### src/rtl/cp0_pkg.sv
// cp0_pkg: CP0 register addresses, ExcCodes, Status/Cause bit positions and
// the exception-commit FSM encoding shared by the commit controller and timer.
package cp0_pkg;
    localparam logic [7:0] A_BADVADDR = 8'h40;
    localparam logic [7:0] A_COUNT    = 8'h48;
    localparam logic [7:0] A_COMPARE  = 8'h58;
    localparam logic [7:0] A_STATUS   = 8'h60;
    localparam logic [7:0] A_CAUSE    = 8'h68;
    localparam logic [7:0] A_EPC      = 8'h70;

    localparam logic [4:0] EXC_INT  = 5'd0;
    localparam logic [4:0] EXC_ADEL = 5'd4;
    localparam logic [4:0] EXC_ADES = 5'd5;
    localparam logic [4:0] EXC_SYS  = 5'd8;
    localparam logic [4:0] EXC_BP   = 5'd9;
    localparam logic [4:0] EXC_RI   = 5'd10;
    localparam logic [4:0] EXC_OV   = 5'd12;

    localparam int ST_IE  = 0;
    localparam int ST_EXL = 1;
    localparam int ST_IM  = 8;
    localparam int ST_BEV = 22;
    localparam int CA_EXC = 2;
    localparam int CA_IP  = 8;
    localparam int CA_BD  = 31;

    typedef enum logic [1:0] {S_RUN, S_FLUSH, S_HANDLER, S_RET} state_t;
endpackage

### src/rtl/cp0_timer.sv
// cp0_timer: Count/Compare timer; Count advances once every CNT_DIV cycles and
// timer_ip latches on a Count==Compare match until Compare is rewritten.
module cp0_timer #(
    parameter int CNT_DIV = 2
) (
    input  logic        clk,
    input  logic        reset,
    input  logic        count_wen,
    input  logic        compare_wen,
    input  logic [31:0] wdata,
    output logic [31:0] count,
    output logic [31:0] compare,
    output logic        timer_ip
);
    localparam int DW = CNT_DIV > 1 ? $clog2(CNT_DIV) : 1;

    logic [DW-1:0] div;
    logic          tick;

    assign tick = div == DW'(CNT_DIV - 1);

    always_ff @(posedge clk or posedge reset) begin
        if (reset) begin
            div      <= '0;
            count    <= '0;
            compare  <= '0;
            timer_ip <= 1'b0;
        end else begin
            div      <= (count_wen | tick) ? '0 : div + 1'b1;
            count    <= count_wen ? wdata : count + 32'(tick);
            if (compare_wen) compare <= wdata;
            // a Compare write beats a match in the same cycle
            timer_ip <= ~compare_wen & (timer_ip | (count == compare));
        end
    end
endmodule

### src/rtl/exc_commit_ctrl.sv
// exc_commit_ctrl: commit-point exception/interrupt arbitration with CP0
// (BadVAddr/Count/Compare/Status/Cause/EPC) and a registered flush/redirect.
module exc_commit_ctrl
    import cp0_pkg::*;
#(
    parameter int          N_EXC    = 7,
    parameter int          N_HWINT  = 6,
    parameter int          TIMER_EN = 1,
    parameter int          CNT_DIV  = 2,
    parameter logic [31:0] EXC_VEC  = 32'hBFC00380
) (
    input  logic               clk,
    input  logic               reset,
    input  logic [N_HWINT-1:0] ext_int,
    input  logic               cm_valid,
    input  logic [N_EXC-1:0]   cm_ex,
    input  logic [5*N_EXC-1:0] cm_excode,
    input  logic [31:0]        cm_pc,
    input  logic               cm_bd,
    input  logic [31:0]        cm_badvaddr,
    input  logic               cm_eret,
    input  logic               cp0_wen,
    input  logic [7:0]         cp0_addr,
    input  logic [31:0]        cp0_wdata,
    output logic [31:0]        cp0_rdata,
    output logic               flush,
    output logic [31:0]        flush_pc,
    output logic [31:0]        epc,
    output logic [31:0]        status,
    output logic [31:0]        cause,
    output logic               int_pending
);
    state_t             state, state_n;
    logic [N_HWINT-1:0] sync1, sync2;
    logic [5:0]         hw;
    logic [7:0]         ip, im;
    logic [1:0]         ip_sw;
    logic               ie, exl, bd;
    logic [4:0]         code, sel;
    logic [31:0]        badvaddr, count, compare;
    logic               timer_ip;
    logic               run, take, nest, eret_do, wr;

    always_comb begin
        sel = '0;
        for (int i = N_EXC - 1; i >= 0; i--)
            if (cm_ex[i]) sel = cm_excode[5*i +: 5];
    end

    assign hw          = 6'(sync2);
    assign ip          = {hw[5] | (timer_ip & 1'(TIMER_EN)), hw[4:0], ip_sw};
    assign int_pending = ie & ~exl & |(ip & im);
    assign status      = (32'd1 << ST_BEV) | (32'(im) << ST_IM) | (32'(exl) << ST_EXL) | (32'(ie) << ST_IE);
    assign cause       = (32'(bd) << CA_BD) | (32'(ip) << CA_IP) | (32'(code) << CA_EXC);

    // interrupts are only taken by a real commit in RUN; HANDLER only logs nested codes
    assign run     = state == S_RUN;
    assign take    = run & cm_valid & (int_pending | |cm_ex);
    assign nest    = state == S_HANDLER & cm_valid & |cm_ex;
    assign eret_do = cm_valid & cm_eret & ~take & ~nest & (run | state == S_HANDLER);
    assign wr      = cp0_wen & ~take & ~nest;

    always_comb begin
        state_n  = state == S_FLUSH ? S_HANDLER :
                   state == S_RET   ? S_RUN     :
                   take             ? S_FLUSH   :
                   eret_do          ? S_RET     : state;
        flush    = state == S_FLUSH || state == S_RET;
        flush_pc = state == S_FLUSH ? EXC_VEC : state == S_RET ? epc : '0;
    end

    always_ff @(posedge clk or posedge reset) begin
        if (reset) begin
            state    <= S_RUN;
            sync1    <= '0;
            sync2    <= '0;
            epc      <= '0;
            badvaddr <= '0;
            bd       <= 1'b0;
            code     <= '0;
            ip_sw    <= '0;
            im       <= '0;
            ie       <= 1'b0;
            exl      <= 1'b0;
        end else begin
            state <= state_n;
            sync1 <= ext_int;
            sync2 <= sync1;
            if (take) begin
                epc <= cm_bd ? cm_pc - 32'd4 : cm_pc;
                bd  <= cm_bd;
                exl <= 1'b1;
                if (~int_pending & ((sel == EXC_ADEL) | (sel == EXC_ADES))) badvaddr <= cm_badvaddr;
            end
            if (take | nest) code <= (take & int_pending) ? EXC_INT : sel;
            if (wr && cp0_addr == A_EPC) epc <= cp0_wdata;
            if (wr && cp0_addr == A_CAUSE) ip_sw <= cp0_wdata[CA_IP +: 2];
            if (wr && cp0_addr == A_STATUS) begin
                im  <= cp0_wdata[ST_IM +: 8];
                exl <= cp0_wdata[ST_EXL];
                ie  <= cp0_wdata[ST_IE];
            end
            // ERET's EXL clear overrides a same-cycle Status write
            if (eret_do) exl <= 1'b0;
        end
    end

    cp0_timer #(.CNT_DIV(CNT_DIV)) u_timer (
        .clk         (clk),
        .reset       (reset),
        .count_wen   (wr && cp0_addr == A_COUNT),
        .compare_wen (wr && cp0_addr == A_COMPARE),
        .wdata       (cp0_wdata),
        .count       (count),
        .compare     (compare),
        .timer_ip    (timer_ip)
    );

    assign cp0_rdata = cp0_addr == A_BADVADDR ? badvaddr :
                       cp0_addr == A_COUNT    ? count    :
                       cp0_addr == A_COMPARE  ? compare  :
                       cp0_addr == A_STATUS   ? status   :
                       cp0_addr == A_CAUSE    ? cause    :
                       cp0_addr == A_EPC      ? epc      : '0;
endmodule

### config.mk
export PLATFORM = sky130hd
export DESIGN_NAME = exc_commit_ctrl
export DESIGN_NICKNAME = d
export VERILOG_FILES = /design/src/rtl/cp0_pkg.sv /design/src/rtl/cp0_timer.sv /design/src/rtl/exc_commit_ctrl.sv
export SDC_FILE = /design/constraint.sdc
export NUM_CORES = 1
export LEC_CHECK = 0
export ABC_AREA = 1
export BUFFER_PORTS_ARGS = -buffer_cell sky130_fd_sc_hd__buf_2
export CAP_MARGIN = 20
export CORE_UTILIZATION = 56
export DETAILED_ROUTE_END_ITERATION = 10
export HOLD_SLACK_MARGIN = 0.03
export PLACE_DENSITY = 0.85
export SLEW_MARGIN = 20
export SYNTH_ARGS = -nofsm -noshare
export SYNTH_HDL_FRONTEND = slang
export SYNTH_SLANG_ARGS = --single-unit
export TNS_END_PERCENT = 30
### constraint.sdc
create_clock -name clk -period 11.4 [get_ports clk]
set_input_delay 1.71 -clock clk [delete_from_list [all_inputs] [get_ports clk]]
set_output_delay 1.71 -clock clk [all_outputs]
set_load 0.01 [all_outputs]
# After elaboration in Yosys (flattened, before gate mapping)
# Index checks and enable logic that the tools add are counted.
totals:
  input_bits: 158
  word_cells: 103
  register_bits: 162
  out_inout_bits: 162
op_classes:
  addsub: 3
  n_reduce_logical: 13
  n_bitwise: 32
  n_eq_ne: 12
  n_mux: 28
op_table:
  columns: ["cell", "n"]
  rows:
  - ["two-way mux 32 bit", 12]
  - ["== test 8 x 7 -> 1 bit, second input constant", 6]
  - ["two-way mux 5 bit", 8]
  - ["adder 32 x 1 -> 32 bit", 1]
  - ["== test 32 bit", 1]
  - ["bitwise OR 32 x 16 -> 32 bit", 1]
  - ["bitwise OR 32 x 7 -> 32 bit", 1]
  - ["subtractor 32 x 3 -> 32 bit, second input constant", 1]
  - ["bitwise OR 23 x 1 -> 23 bit", 1]
  - ["bitwise OR 23 x 2 -> 23 bit", 1]
  - ["AND 1 bit", 15]
  - ["== test 5 x 3 -> 1 bit, second input constant", 2]
  - ["AND 8 bit", 1]
  - ["two-way mux 2 bit", 4]
  - ["OR reduction 8 bit", 1]
  - ["bitwise OR 1 bit", 7]
  - ["OR reduction 7 bit", 1]
  - ["logical AND 1 bit", 5]
  - ["inverter 1 bit", 5]
  - ["== test 2 bit, second input constant", 2]
  - ["two-way mux 1 bit", 4]
  - ["nonzero test 4 bit", 1]
  - ["nonzero test 3 bit", 1]
  - ["== test 2 x 1 -> 1 bit, second input constant", 1]
  - ["5 further kinds", 5]

# Depth between registers and ports, before layout
# Gate-level depths: netlist (run 1).
logic_depth:
  depth_word: 14
  ltp_mapped: 13
  mapped_depth_nobuf: 12

# By module
# A second synthesis (run 1) with hierarchy kept.
hier_totals:
  hier_cells: 1493
  hier_area_um2: 10462.5
modules_own_cells:
  columns: ["module", "instances", "cells_per_inst", "area_per_inst_um2", "seq_area_each_um2"]
  rows:
  - ["exc_commit_ctrl", 1, 1018, 6765.2, 2402.3]
  - ["cp0_timer", 1, 475, 3697.3, 1651.6]

# Worst setup path after synthesis (run 1)
# No wires, ideal clock.
synth_timing:
  kind: "in2out"
  startpoint: "input port cp0_addr[7]"
  endpoint: "output port cp0_rdata[1]"
  arrival_ps: 2875
  slack_ps: 6815
  n_path_buf: 2
  required_time_ps: 9690
  cell_stages: 9
  path_cell_list: "inv_1 > nand2_1 > nor3_1 > nand2_1 > clkbuf_1 > clkbuf_1 > nor2_1 > a221oi_1 > nand3_1"
synth_between:
  elab_chain_cells: 7
  word_cells_on_any_way: 12
  cone_classes: "eq/ne: 6; mux: 6"
synth_rtl:
  columns: ["element", "line", "rtl"]
  rows:
  - ["start: declaration", "exc_commit_ctrl.sv:23", "input logic [7:0] cp0_addr,"]
  - ["== test 8 x 7 -> 1 bit", "exc_commit_ctrl.sv:124", "cp0_addr == A_EPC ? epc : '0;"]
  - ["two-way mux 32 bit", "exc_commit_ctrl.sv:124", null]
  - ["two-way mux 32 bit", "exc_commit_ctrl.sv:123", "cp0_addr == A_CAUSE ? cause :"]
  - ["two-way mux 32 bit", "exc_commit_ctrl.sv:122", "cp0_addr == A_STATUS ? status :"]
  - ["two-way mux 32 bit", "exc_commit_ctrl.sv:121", "cp0_addr == A_COMPARE ? compare :"]
  - ["two-way mux 32 bit", "exc_commit_ctrl.sv:120", "cp0_addr == A_COUNT ? count :"]
  - ["two-way mux 32 bit *", "exc_commit_ctrl.sv:119", "assign cp0_rdata = cp0_addr == A_BADVADDR ? badvaddr :"]
  - ["end: declaration", "exc_commit_ctrl.sv:25", "output logic [31:0] cp0_rdata,"]
# Every way passes the cells marked *; elsewhere a longest branch is shown, timed or not.

# Worst setup path after layout (run 1)
layout_timing:
  startpoint: "input port cp0_addr[0]"
  endpoint: "output port cp0_rdata[28]"
# The elaborated chain is that of the path after synthesis.

==> results of run 1 <==
==> layer usage <==
metal	track usage [%]	up-vias
li1	-	5083
met1	51.2	5112
met5	0	-
met2	58.8	725
met4	18.7	2
met3	11.1	134
==> power groups by stage <==
stage	Sequential, mW	Clock [mW]	Combinational (mW)
finish	0.863	0.573	0.633
global route	0.873	0.601	0.696
CTS	0.854	0.575	0.623
detailed placement	0.859	0	0.621
global placement	0.860	0	0.603
floorplan	0.839	0	0.365
==> registers in the layout, indices dropped and copies added (netlist names), 2 cells and up <==
name             count
badvaddr            32
code                 5
epc                 32
hw                   6
im                   8
ip_sw                2
state                2
sync1                6
u_timer.compare     32
u_timer.count       32
==> area by class of cell <==
type                       instances  area [um^2]
fill                            1592         5820
antenna                            2         5.00
inverter                         165          624
sequential                       162         4050
tap                              229          287
clock inverter                    12          141
clock buffer                      19          433
timing repair buffer             289         1470
multi-input combinational       1041         5130
==> critical path, delay by kind of cell <==
family                 cells  cell delay [ns]
AO/OA/AOI/OAI              2             0.40
buffers and inverters      5             1.20
AND/OR/NAND/NOR            3             0.42
==> per-stage QoR <==
step	worst slack (ns)	utilization, %
floorplan	5.31	-
finish	5.95	67.6
global placement	6.11	64.3
detailed placement	6.07	64.3
CTS	6.03	67.5
global route	5.84	67.6
==> path summary, 6_finish.rpt <==
check	startpoint	to	slack, ns
worst max-delay path	cp0_addr[0]	cp0_rdata[28]	5.95
worst min-delay path	sync1[3]	hw[3]	0.35
worst max register to register	state[1]	epc[12]	7.98
worst min register to register	sync1[3]	hw[3]	0.35
max in group asynchronous	reset	epc[8]	8.49
min in group asynchronous	reset	badvaddr[7]	1.43
==> cells in the final DEF, fill, tap and decap left out, drive strengths merged, types with 14 or more instances in the layout <==
cell	count
conb	40
xor2	29
dfrtp	162
nand3	166
nor2	113
inv	164
o2111ai	16
a21oi	50
buf	289
nand4	49
nor3	26
nand2	373
o21ai	101
or2	14
clkbuf	19
xnor2	27
==> kinds of logic (layout without fill, tap and decap cells) <==
| kind of cell | Yosys count | in the layout | synth area share (%) |
|---|---|---|---|
| AO/OA/AOI/OAI | 193 | 193 | 11.2 |
| XOR/XNOR | 56 | 56 | 4.76 |
| adder cells (fa/ha/maj) | 3 | 3 | 0.365 |
| buffers and inverters | 274 | 485 | 12.4 |
| flip-flops | 162 | 162 | 39.4 |
| other | 2 | 42 | 0.0729 |
| AND/OR/NAND/NOR | 749 | 749 | 31.9 |
==> impl_metrics.sql, run 1 <==
INSERT INTO impl_metrics (metric_group, metric, value, unit) VALUES
('critical_path', 'critPathCaptureType', 'primary output', ''),
('critical_path', 'critical_path.cell_chain', 'buf_2, inv_1, nand2_1, nor3_1, nand2_1, buf_4, inv_1, a21oi_1, a31oi_1, buf_2', ''),
('synthesis', 'postSynthCellCount', '1439', ''),
('floorplan', 'floorplan.die_area', '18900', 'um^2'),
('routing', 'highest-signal-layer', 'met5', ''),
('pwr', 'net-switching-power', '793', 'uW'),
('synthesis', 'synth_largest_type_area_fraction', '39.4', '%'),
('timing', 'post-route-period-util', '47.8', '%'),
('critical_path', 'worst_ep_arrival_time', '3.74', 'ns'),
('clocking', 'postCtsSetupBuffers', '0', ''),
('timing', 'slew_violations', '0', ''),
('synthesis', 'yosys_warnings', '0', ''),
('timing', 'timing.max_slew.rel_slack', '29.0', '%'),
('synthesis', 'post_synth.cell_area_avg', '7.16', 'um^2'),
('timing', 'max_freq', '184', 'MHz'),
('routing', 'drt.antenna.violating_nets', '0', ''),
('timing', 'period_minus_slack', '5.45', 'ns'),
('floorplan', 'die_x', '138', 'um'),
('pwr', 'p_int', '1.28', 'mW'),
('routing', 'routed-wl-met3', '4450', 'um'),
('critical_path', 'cp_max_fo', '21', ''),
('run', 'max_cap_violations', '0', ''),
('placement', 'detailed_place.area', '11600', 'um^2'),
('timing', 'setup_viol', '0', ''),
('hold_path', 'whs_path_depth', '0', ''),
('routing', 'detail_route.first_pass.iterations', '8', ''),
('routing', 'starting_drc_count_in_detailed_routing', '1061', ''),
('timing', 'tns', '0', 'ns'),
('finish', 'num-nets-final', '1837', ''),
('floorplan', 'std_cell_rows', '49', ''),
('routing', 'met2RoutedLength', '15900', 'um'),
('synthesis', 'post-synth-top-count-cell', 'sky130_fd_sc_hd__nand2_1', ''),
('finish', 'cell_area_after_layout', '12100', 'um^2'),
('clocking', 'clk_path_buf_depth', '2', ''),
('pwr', 'reported_leakage_power', '6.45', 'nW'),
('pwr', 'net_switching_share_of_the_total_power', '38.3', '%'),
('grt', 'number_of_global_route_vias_before_repair', '10200', ''),
('grt', 'global_route_wire_length_before_repair', '54500', 'um'),
('grt', 'grt_start_max_net_pins', '94', ''),
('grt', 'antenna_violations_before_repair', '3', ''),
('timing', 'hold_viol', '0', ''),
('critical_path', 'critical_path.slowest_cell', 'sky130_fd_sc_hd__inv_1', ''),
('clocking', 'cts_root_buf', 'sky130_fd_sc_hd__clkbuf_16', ''),
('clocking', 'cts_sinks', '162', ''),
('synthesis', 'synth-seq-cells', '162', ''),
('placement', 'io_buffer_count', '279', ''),
('floorplan', 'core_area', '18000', 'um^2'),
('clocking', 'cts-buffers-inserted', '17', ''),
('pwr', 'combinational_group_share_of_total_power', '30.6', '%'),
('routing', 'route.detailed.wl_per_inst', '18.8', 'um'),
('grt', 'global_routing_usage_summed_across_all_routing_layers', '39.0', '%'),
('status', 'status', 'complete, no violations', ''),
('synthesis', 'post_synth_num_cell_types', '40', ''),
('critical_path', 'ff2ff_path_depth', '7', ''),
('pwr', 'power-per-cell-area', '170', 'nW/um^2'),
('synthesis', 'synth_area_leaders', 'sky130_fd_sc_hd__dfrtp_1, sky130_fd_sc_hd__nand2_1, sky130_fd_sc_hd__nand3_1', ''),
('critical_path', 'crit_path_start_kind', 'input pin', ''),
('routing', 'post_drt_via_cell_ratio', '5.76', ''),
('critical_path', 'max_stage_delay', '0.66', 'ns'),
('placement', 'place.detailed.hpwl', '26800', 'um'),
('clocking', 'h-tree-depth', '4', ''),
('synthesis', 'mappedNetlistArea', '10300', 'um^2'),
('routing', 'totalWireLength', '36000', 'um'),
('synthesis', 'ys_seq_area_share', '39.4', '%'),
('timing', 'worst_slew_pin_slew', '1.06', 'ns'),
('clocking', 'cts_tree', 'built', ''),
('placement', 'routabilityCongestion', '0.973', ''),
('pwr', 'total_power', '2.07', 'mW'),
('critical_path', 'worstSetupPathType', 'input pin to primary output', ''),
('timing', 'clock_skew', '0.00683', 'ns'),
('synthesis', 'synth_enable_flop_cells', '0', '');
(Power assumes the default switching activity.)
==> run 2: changes to the inputs <==
--- a/config.mk
+++ b/config.mk
@@ -5,13 +5,13 @@
 export SDC_FILE = /design/constraint.sdc
 export NUM_CORES = 1
 export LEC_CHECK = 0
-export ABC_AREA = 1
+export ABC_AREA = 0
 export BUFFER_PORTS_ARGS = -buffer_cell sky130_fd_sc_hd__buf_2
 export CAP_MARGIN = 20
-export CORE_UTILIZATION = 56
+export CORE_UTILIZATION = 52
 export DETAILED_ROUTE_END_ITERATION = 10
 export HOLD_SLACK_MARGIN = 0.03
-export PLACE_DENSITY = 0.85
+export PLACE_DENSITY = 0.81
 export SLEW_MARGIN = 20
 export SYNTH_ARGS = -nofsm -noshare
 export SYNTH_HDL_FRONTEND = slang
==> constraint.sdc (replaced) <==
create_clock -name clk -period 5.3 [get_ports clk]
set_input_delay 0.795 -clock clk [delete_from_list [all_inputs] [get_ports clk]]
set_output_delay 0.795 -clock clk [all_outputs]
set_load 0.01 [all_outputs]
==> impl_metrics.sql, run 2 <==
INSERT INTO impl_metrics (metric_group, metric, value, unit) VALUES
('grt', 'global_route_met1_usage', '44.1', '%'),
('floorplan', 'start_util', '53.8', '%'),
('critical_path', 'cp_max_fo', '16', ''),
('synthesis', 'postSynthCellCount', '997', ''),
('timing', 'tns', '0', 'ns'),
('clocking', 'clk_latency', '0.44', 'ns'),
('critical_path', 'worstReg2RegStart', 'hw[0]', ''),
('run', 'max_cap_violations', '0', ''),
('floorplan', 'core_area', '18200', 'um^2'),
('routing', 'route.detailed.wl_per_inst', '21.4', 'um'),
('synthesis', 'synth_enable_flop_cells', '0', ''),
('grt', 'grtUsageMet2', '52.7', '%'),
('grt', 'global_route.peak_usage_layer', 'met2', ''),
('clocking', 'clk_path_buf_depth', '2', ''),
('timing', 'max_freq', '243', 'MHz'),
('synthesis', 'post-synth-top-count-cell', 'sky130_fd_sc_hd__dfrtp_1', ''),
('grt', 'global_route_overflow', '0', ''),
('hold_path', 'hold_path_class', 'flop to flop', ''),
('synthesis', 'synth_area_leaders', 'sky130_fd_sc_hd__dfrtp_1, sky130_fd_sc_hd__xnor2_1, sky130_fd_sc_hd__mux2_4', ''),
('synthesis', 'mappedNetlistArea', '9790', 'um^2'),
('grt', 'use_met3', '7.81', '%'),
('routing', 'detail_route.first_pass.iterations', '9', ''),
('pwr', 'reported_leakage_power', '5.68', 'nW'),
('finish', 'areaGrowthSynthToFinish', '19.5', '%'),
('clocking', 'h-tree-depth', '4', ''),
('clocking', 'cts_tree', 'built', ''),
('critical_path', 'critPathCaptureType', 'primary output', ''),
('routing', 'drc_errors', '32', ''),
('clocking', 'cts_hold_buffers', '0', ''),
('synthesis', 'synth_largest_type_area_fraction', '41.4', '%'),
('timing', 'setup_repair_after_global_routing_missed_its_margin', 'false', ''),
('timing', 'timing.max_slew.rel_slack', '35.6', '%'),
('synthesis', 'post_synth_num_cell_types', '65', ''),
('clocking', 'postCtsSetupBuffers', '0', ''),
('finish', 'filler_cell_count', '1491', ''),
('placement', 'detailed_place.area', '11100', 'um^2'),
('finish', 'mostFrequentLayoutCells', 'sky130_fd_sc_hd__buf_2, sky130_fd_sc_hd__dfrtp_1, sky130_fd_sc_hd__nor2_1', ''),
('clocking', 'cts_root_buf', 'sky130_fd_sc_hd__clkbuf_16', ''),
('synthesis', 'netlist.top_cell.by_area', 'sky130_fd_sc_hd__dfrtp_1', ''),
('clocking', 'post_cts_resized', '0', ''),
('timing', 'worst_slew_pin_slew', '0.967', 'ns'),
('finish', 'final_common_cell', 'sky130_fd_sc_hd__buf_2', ''),
('floorplan', 'floorplan.die.height', '139', 'um'),
('clocking', 'cts_sinks', '162', ''),
('status', 'status', 'finished with violations', ''),
('timing', 'setup_viol', '0', ''),
('synthesis', 'synth_ff_type', 'sky130_fd_sc_hd__dfrtp_1', ''),
('floorplan', 'std_cell_rows', '49', ''),
('floorplan', 'io-pin-count', '320', ''),
('timing', 'slew_violations', '0', ''),
('grt', 'grt_start_max_net_pins', '69', ''),
('critical_path', 'crit_path_start', 'cp0_addr[1]', ''),
('grt', 'global_route_wire_length_before_repair', '49000', 'um'),
('synthesis', 'post_synth.cell_area_avg', '9.82', 'um^2'),
('grt', 'antenna_violations_before_repair', '4', ''),
('placement', 'routabilityCongestion', '0.970', ''),
('grt', 'global_routing_usage_summed_across_all_routing_layers', '33.5', '%'),
('critical_path', 'worst_ep_arrival_time', '3.31', 'ns'),
('hold_path', 'min-delay-start', 'sync1[3]', ''),
('placement', 'place.detailed.hpwl', '24000', 'um'),
('status', 'failed_checks', 'DRC', ''),
('timing', 'hold_viol', '0', ''),
('timing', 'period_minus_slack', '4.11', 'ns'),
('pwr', 'vdd_ir_drop_max', '178', 'uV'),
('finish', 'utilization', '64.3', '%'),
('routing', 'drt.antenna.violating_nets', '0', ''),
('critical_path', 'crit_path_start_kind', 'input pin', ''),
('clocking', 'clock_pin_slew_of_the_registers_on_the_worst_case_setup_and_hold_paths', '0.06', 'ns'),
('synthesis', 'async_reset_ff_share', '100', '%'),
('synthesis', 'ys_seq_area_share', '41.4', '%'),
('critical_path', 'worstSetupPathType', 'input pin to primary output', ''),
('finish', 'num-nets-final', '1403', ''),
('floorplan', 'floorplan.die_area', '19400', 'um^2'),
('routing', 'totalWireLength', '31900', 'um'),
('finish', 'share_of_final_layout_standard_cells_stronger_than_drive_strength_1', '31.1', '%'),
('pwr', 'power-per-cell-area', '401', 'nW/um^2'),
('grt', 'number_of_global_route_vias_before_repair', '8547', ''),
('routing', 'starting_drc_count_in_detailed_routing', '948', ''),
('synthesis', 'synth_top_cells_by_count', 'sky130_fd_sc_hd__dfrtp_1, sky130_fd_sc_hd__nor2_1, sky130_fd_sc_hd__nand2_1', ''),
('routing', 'post_drt_via_cell_ratio', '5.95', ''),
('synthesis', 'synth-seq-cells', '162', ''),
('clocking', 'cts-buffers-inserted', '17', ''),
('floorplan', 'die_x', '139', 'um'),
('routing', 'vias', '8848', ''),
('timing', 'post-route-period-util', '77.5', '%'),
('timing', 'clock_skew', '0.0105', 'ns'),
('critical_path', 'cp_data_required_time', '4.51', 'ns'),
('synthesis', 'yosys_warnings', '0', ''),
('placement', 'io_buffer_count', '279', ''),
('finish', 'cell_area_after_layout', '11700', 'um^2');
run 2: worst max-delay path, stage by stage:
cell	delay, ns
sky130_fd_sc_hd__buf_2	0.11
sky130_fd_sc_hd__nor4_2	0.51
sky130_fd_sc_hd__nand2_1	0.35
sky130_fd_sc_hd__nor2_2	0.51
sky130_fd_sc_hd__buf_4	0.35
sky130_fd_sc_hd__a22oi_1	0.12
sky130_fd_sc_hd__a31oi_1	0.36
sky130_fd_sc_hd__buf_2	0.21
run 2: area by class of cell:
| class | count | area [um^2] | area share, % |
|---|---|---|---|
| Multi-Input combinational cell | 742 | 5120 | 43.8 |
| Sequential cell | 162 | 4050 | 34.6 |
| Timing Repair Buffer | 295 | 1530 | 13.1 |
| Clock buffer | 24 | 482 | 4.12 |
| Tap cell | 229 | 287 | 2.45 |
| Clock inverter | 8 | 126 | 1.08 |
| Inverter | 24 | 95.1 | 0.812 |
| Antenna cell | 4 | 10.0 | 0.0855 |
run 2: final timing paths:
kind                                       end  slack (ns)  depth (start not counted)
setup / recovery                 cp0_rdata[31]        1.19                          8
hold / removal                           hw[3]        0.35                          0
setup reg to reg           u_timer.compare[14]        2.12                          6
hold reg to reg                          hw[3]        0.35                          0
max in group asynchronous             sync1[3]        3.65                          3
min in group asynchronous             sync1[0]        0.41                          2
run 2: where the power goes:
| part | internal [mW] | total [mW] | switching, mW | leakage [nW] |
|---|---|---|---|---|
| sequential | 1.59 | 2.07 | 0.472 | 2.07 |
| clock | 0.779 | 1.28 | 0.504 | 0.287 |
| combinational | 0.650 | 1.35 | 0.698 | 3.32 |
| total | 3.02 | 4.70 | 1.67 | 5.68 |
run 2: cells by family (layout without fill, tap and decap cells):
group	Yosys count	after routing	synth area share [%]
other cells	2	44	0.0767
flops	162	162	41.4
simple gates	294	294	15.3
buf+inv	131	351	7.97
compound gates	220	220	15.0
xor+xnor	90	90	8.05
fa+ha+maj	3	3	0.383
mux	95	95	11.8
run 2: metrics by stage:
step           total power [mW]  setup WS, ns  std cells  hold slack, ns
2_1_floorplan              2.78         0.128       1035           0.331
3_3_place_gp               3.36          1.41       1452           0.333
3_5_place_dp               3.40          1.37       1452           0.336
4_1_cts                    4.68          1.33       1484           0.350
5_1_grt                    4.91          1.05       1487           0.352
6_report                   4.70          1.19       1488           0.348
run 2: per-layer routing:
layer | routed length (um) | up-vias
met5 | 0 | -
met4 | 1160 | 0
met3 | 2850 | 80
met2 | 14700 | 527
met1 | 13200 | 4253
li1 | - | 3988
==> run 3: changes to the inputs <==
--- a/config.mk
+++ b/config.mk
@@ -8,10 +8,10 @@
 export ABC_AREA = 0
 export BUFFER_PORTS_ARGS = -buffer_cell sky130_fd_sc_hd__buf_2
 export CAP_MARGIN = 20
-export CORE_UTILIZATION = 52
+export CORE_UTILIZATION = 47
 export DETAILED_ROUTE_END_ITERATION = 10
 export HOLD_SLACK_MARGIN = 0.03
-export PLACE_DENSITY = 0.81
+export PLACE_DENSITY = 0.77
 export SLEW_MARGIN = 20
 export SYNTH_ARGS = -nofsm -noshare
 export SYNTH_HDL_FRONTEND = slang
==> constraint.sdc (replaced) <==
create_clock -name clk -period 3.7 [get_ports clk]
set_input_delay 0.555 -clock clk [delete_from_list [all_inputs] [get_ports clk]]
set_output_delay 0.555 -clock clk [all_outputs]
set_load 0.01 [all_outputs]
==> impl_metrics.sql, run 3 (synthesis gave the netlist of run 2 again) <==
INSERT INTO impl_metrics (metric_group, metric, value, unit) VALUES
('timing', 'setup_repair_after_global_routing_missed_its_margin', 'false', ''),
('clocking', 'cts_tree', 'built', ''),
('critical_path', 'critical_path.cell_chain', 'buf_2, nor4_2, nand2_1, nor2_2, buf_4, a22o_1, a21oi_1, o21ai_0, buf_2', ''),
('floorplan', 'io-pin-count', '320', ''),
('critical_path', 'most_common_cell_on_crit_path', 'sky130_fd_sc_hd__buf_2', ''),
('routing', 'detail_route.first_pass.iterations', '8', ''),
('clocking', 'postCtsSetupBuffers', '0', ''),
('finish', 'share_of_final_layout_standard_cells_stronger_than_drive_strength_1', '31.6', '%'),
('timing', 'slew_violations', '0', ''),
('timing', 'tns', '0', 'ns'),
('routing', 'route.detailed.wl_per_inst', '21.1', 'um'),
('routing', 'vias', '8719', ''),
('run', 'max_cap_violations', '0', ''),
('floorplan', 'floorplan.die.height', '146', 'um'),
('finish', 'filler_cell_count', '1801', ''),
('clocking', 'clk_latency', '0.44', 'ns'),
('pwr', 'reported_leakage_power', '5.72', 'nW'),
('floorplan', 'start_util', '48.2', '%'),
('critical_path', 'timing.critical_path.buf_inv', '3', ''),
('grt', 'number_of_global_route_vias_before_repair', '8421', ''),
('floorplan', 'core_area', '20300', 'um^2'),
('critical_path', 'cp_data_required_time', '3.14', 'ns'),
('finish', 'mostFrequentLayoutCells', 'sky130_fd_sc_hd__buf_2, sky130_fd_sc_hd__dfrtp_1, sky130_fd_sc_hd__nor2_1', ''),
('timing', 'clock_skew', '0.00689', 'ns'),
('finish', 'final_common_cell', 'sky130_fd_sc_hd__buf_2', ''),
('critical_path', 'cp_max_fo', '10', ''),
('placement', 'pre_cts_ws', '0.514', 'ns'),
('clocking', 'post_cts_resized', '0', ''),
('pwr', 'vdd_ir_drop_max', '238', 'uV'),
('timing', 'max_freq', '311', 'MHz'),
('grt', 'grt_start_max_net_pins', '63', ''),
('critical_path', 'crit_path_start_kind', 'input pin', ''),
('critical_path', 'cp_top_family', 'simple AND/OR/NAND/NOR gates', ''),
('placement', 'routabilityCongestion', '0.917', ''),
('timing', 'period_minus_slack', '3.22', 'ns'),
('grt', 'global_route_overflow', '0', ''),
('pwr', 'power-per-cell-area', '564', 'nW/um^2'),
('critical_path', 'critPathCaptureType', 'primary output', ''),
('timing', 'setup_viol', '0', ''),
('hold_path', 'hold_path_class', 'input pin to asynchronous set/reset pin', ''),
('grt', 'global_route_wire_length_before_repair', '49000', 'um'),
('status', 'status', 'complete, no violations', ''),
('clocking', 'cts_root_buf', 'sky130_fd_sc_hd__clkbuf_16', ''),
('clocking', 'cts-buffers-inserted', '17', ''),
('placement', 'place.detailed.hpwl', '24700', 'um'),
('routing', 'post_drt_via_cell_ratio', '5.68', ''),
('clocking', 'h-tree-depth', '4', ''),
('routing', 'starting_drc_count_in_detailed_routing', '774', ''),
('critical_path', 'worst_ep_arrival_time', '2.66', 'ns'),
('clocking', 'cts_sinks', '162', ''),
('timing', 'hold_viol', '0', ''),
('clocking', 'cts_hold_buffers', '0', ''),
('floorplan', 'floorplan.die_area', '21400', 'um^2'),
('timing', 'worst_slew_pin_slew', '0.736', 'ns'),
('critical_path', 'max_stage_delay', '0.47', 'ns'),
('finish', 'num-nets-final', '1412', ''),
('grt', 'antenna_violations_before_repair', '1', ''),
('routing', 'drc_errors', '0', ''),
('routing', 'totalWireLength', '32300', 'um'),
('clocking', 'clock_pin_slew_of_the_registers_on_the_worst_case_setup_and_hold_paths', '0.06', 'ns'),
('timing', 'post-route-worst-setup-slack', '0.484', 'ns'),
('pwr', 'total_power', '6.68', 'mW'),
('floorplan', 'std_cell_rows', '52', ''),
('placement', 'io_buffer_count', '279', ''),
('critical_path', 'worstSetupPathType', 'input pin to primary output', ''),
('floorplan', 'die_x', '146', 'um'),
('routing', 'drt.antenna.violating_nets', '0', ''),
('timing', 'post-route-period-util', '86.9', '%'),
('grt', 'global_routing_usage_summed_across_all_routing_layers', '30.5', '%'),
('finish', 'utilization', '58.3', '%'),
('clocking', 'clk_path_buf_depth', '2', ''),
('timing', 'timing.max_slew.rel_slack', '50.5', '%'),
('critical_path', 'critical_path.slowest_cell', 'sky130_fd_sc_hd__nor4_2', ''),
('finish', 'areaGrowthSynthToFinish', '20.9', '%');
## run 3: changes by cell type in the layout (fill, tap and decap cells not counted), sizes merged
cell / change
buf: +9
clkbuf: -3
clkinvlp: +2
diode: -3
bufinv: -1
clkinv: +2
## run 3: power breakdown
group | switching [mW] | internal (mW) | total (mW)
registers | 0.676 | 2.28 | 2.96
clock network | 0.753 | 1.03 | 1.79
logic | 0.991 | 0.940 | 1.93
total | 2.42 | 4.26 | 6.68
## run 3: metrics by stage
stage | area [um^2] | std cells | hold WS, ns
finish | 11800 | 1535 | 0.126
global route | 11800 | 1535 | 0.146
CTS | 11800 | 1534 | 0.131
detailed placement | 11200 | 1502 | 0.335
global placement | 11200 | 1502 | 0.334
floorplan | 9940 | 1035 | 0.331
## run 3: final timing paths
kind,startpoint,end,slack [ns],cells past startpoint
min reg2reg,sync1[1],hw[1],0.35,0
max,cp0_addr[1],cp0_rdata[11],0.48,9
min in group clk,ext_int[3],sync1[3],0.22,1
min,reset,sync1[4],0.13,2
max in group asynchronous,reset,epc[7],2.84,3
max reg2reg,im[2],im[4],0.92,5
## run 3: per-layer routing
| layer | global-route usage [%] | wire (um) | vias up |
|---|---|---|---|
| li1 | - | - | 3997 |
| met1 | 41.4 | 13900 | 4245 |
| met2 | 48.8 | 15200 | 429 |
| met3 | 6.13 | 2360 | 48 |
| met4 | 10.3 | 805 | 0 |
| met5 | 0 | 0 | - |
## run 3: area by class of cell
class / count / area, um^2 / share of cell area (%)
Multi-Input combinational cell: 742 / 5120 / 43.2
Timing Repair Buffer: 304 / 1650 / 13.9
Antenna cell: 1 / 2.50 / 0.0211
Clock inverter: 11 / 130 / 1.10
Tap cell: 270 / 338 / 2.85
Clock buffer: 21 / 460 / 3.89
Sequential cell: 162 / 4050 / 34.2
Inverter: 24 / 93.8 / 0.792
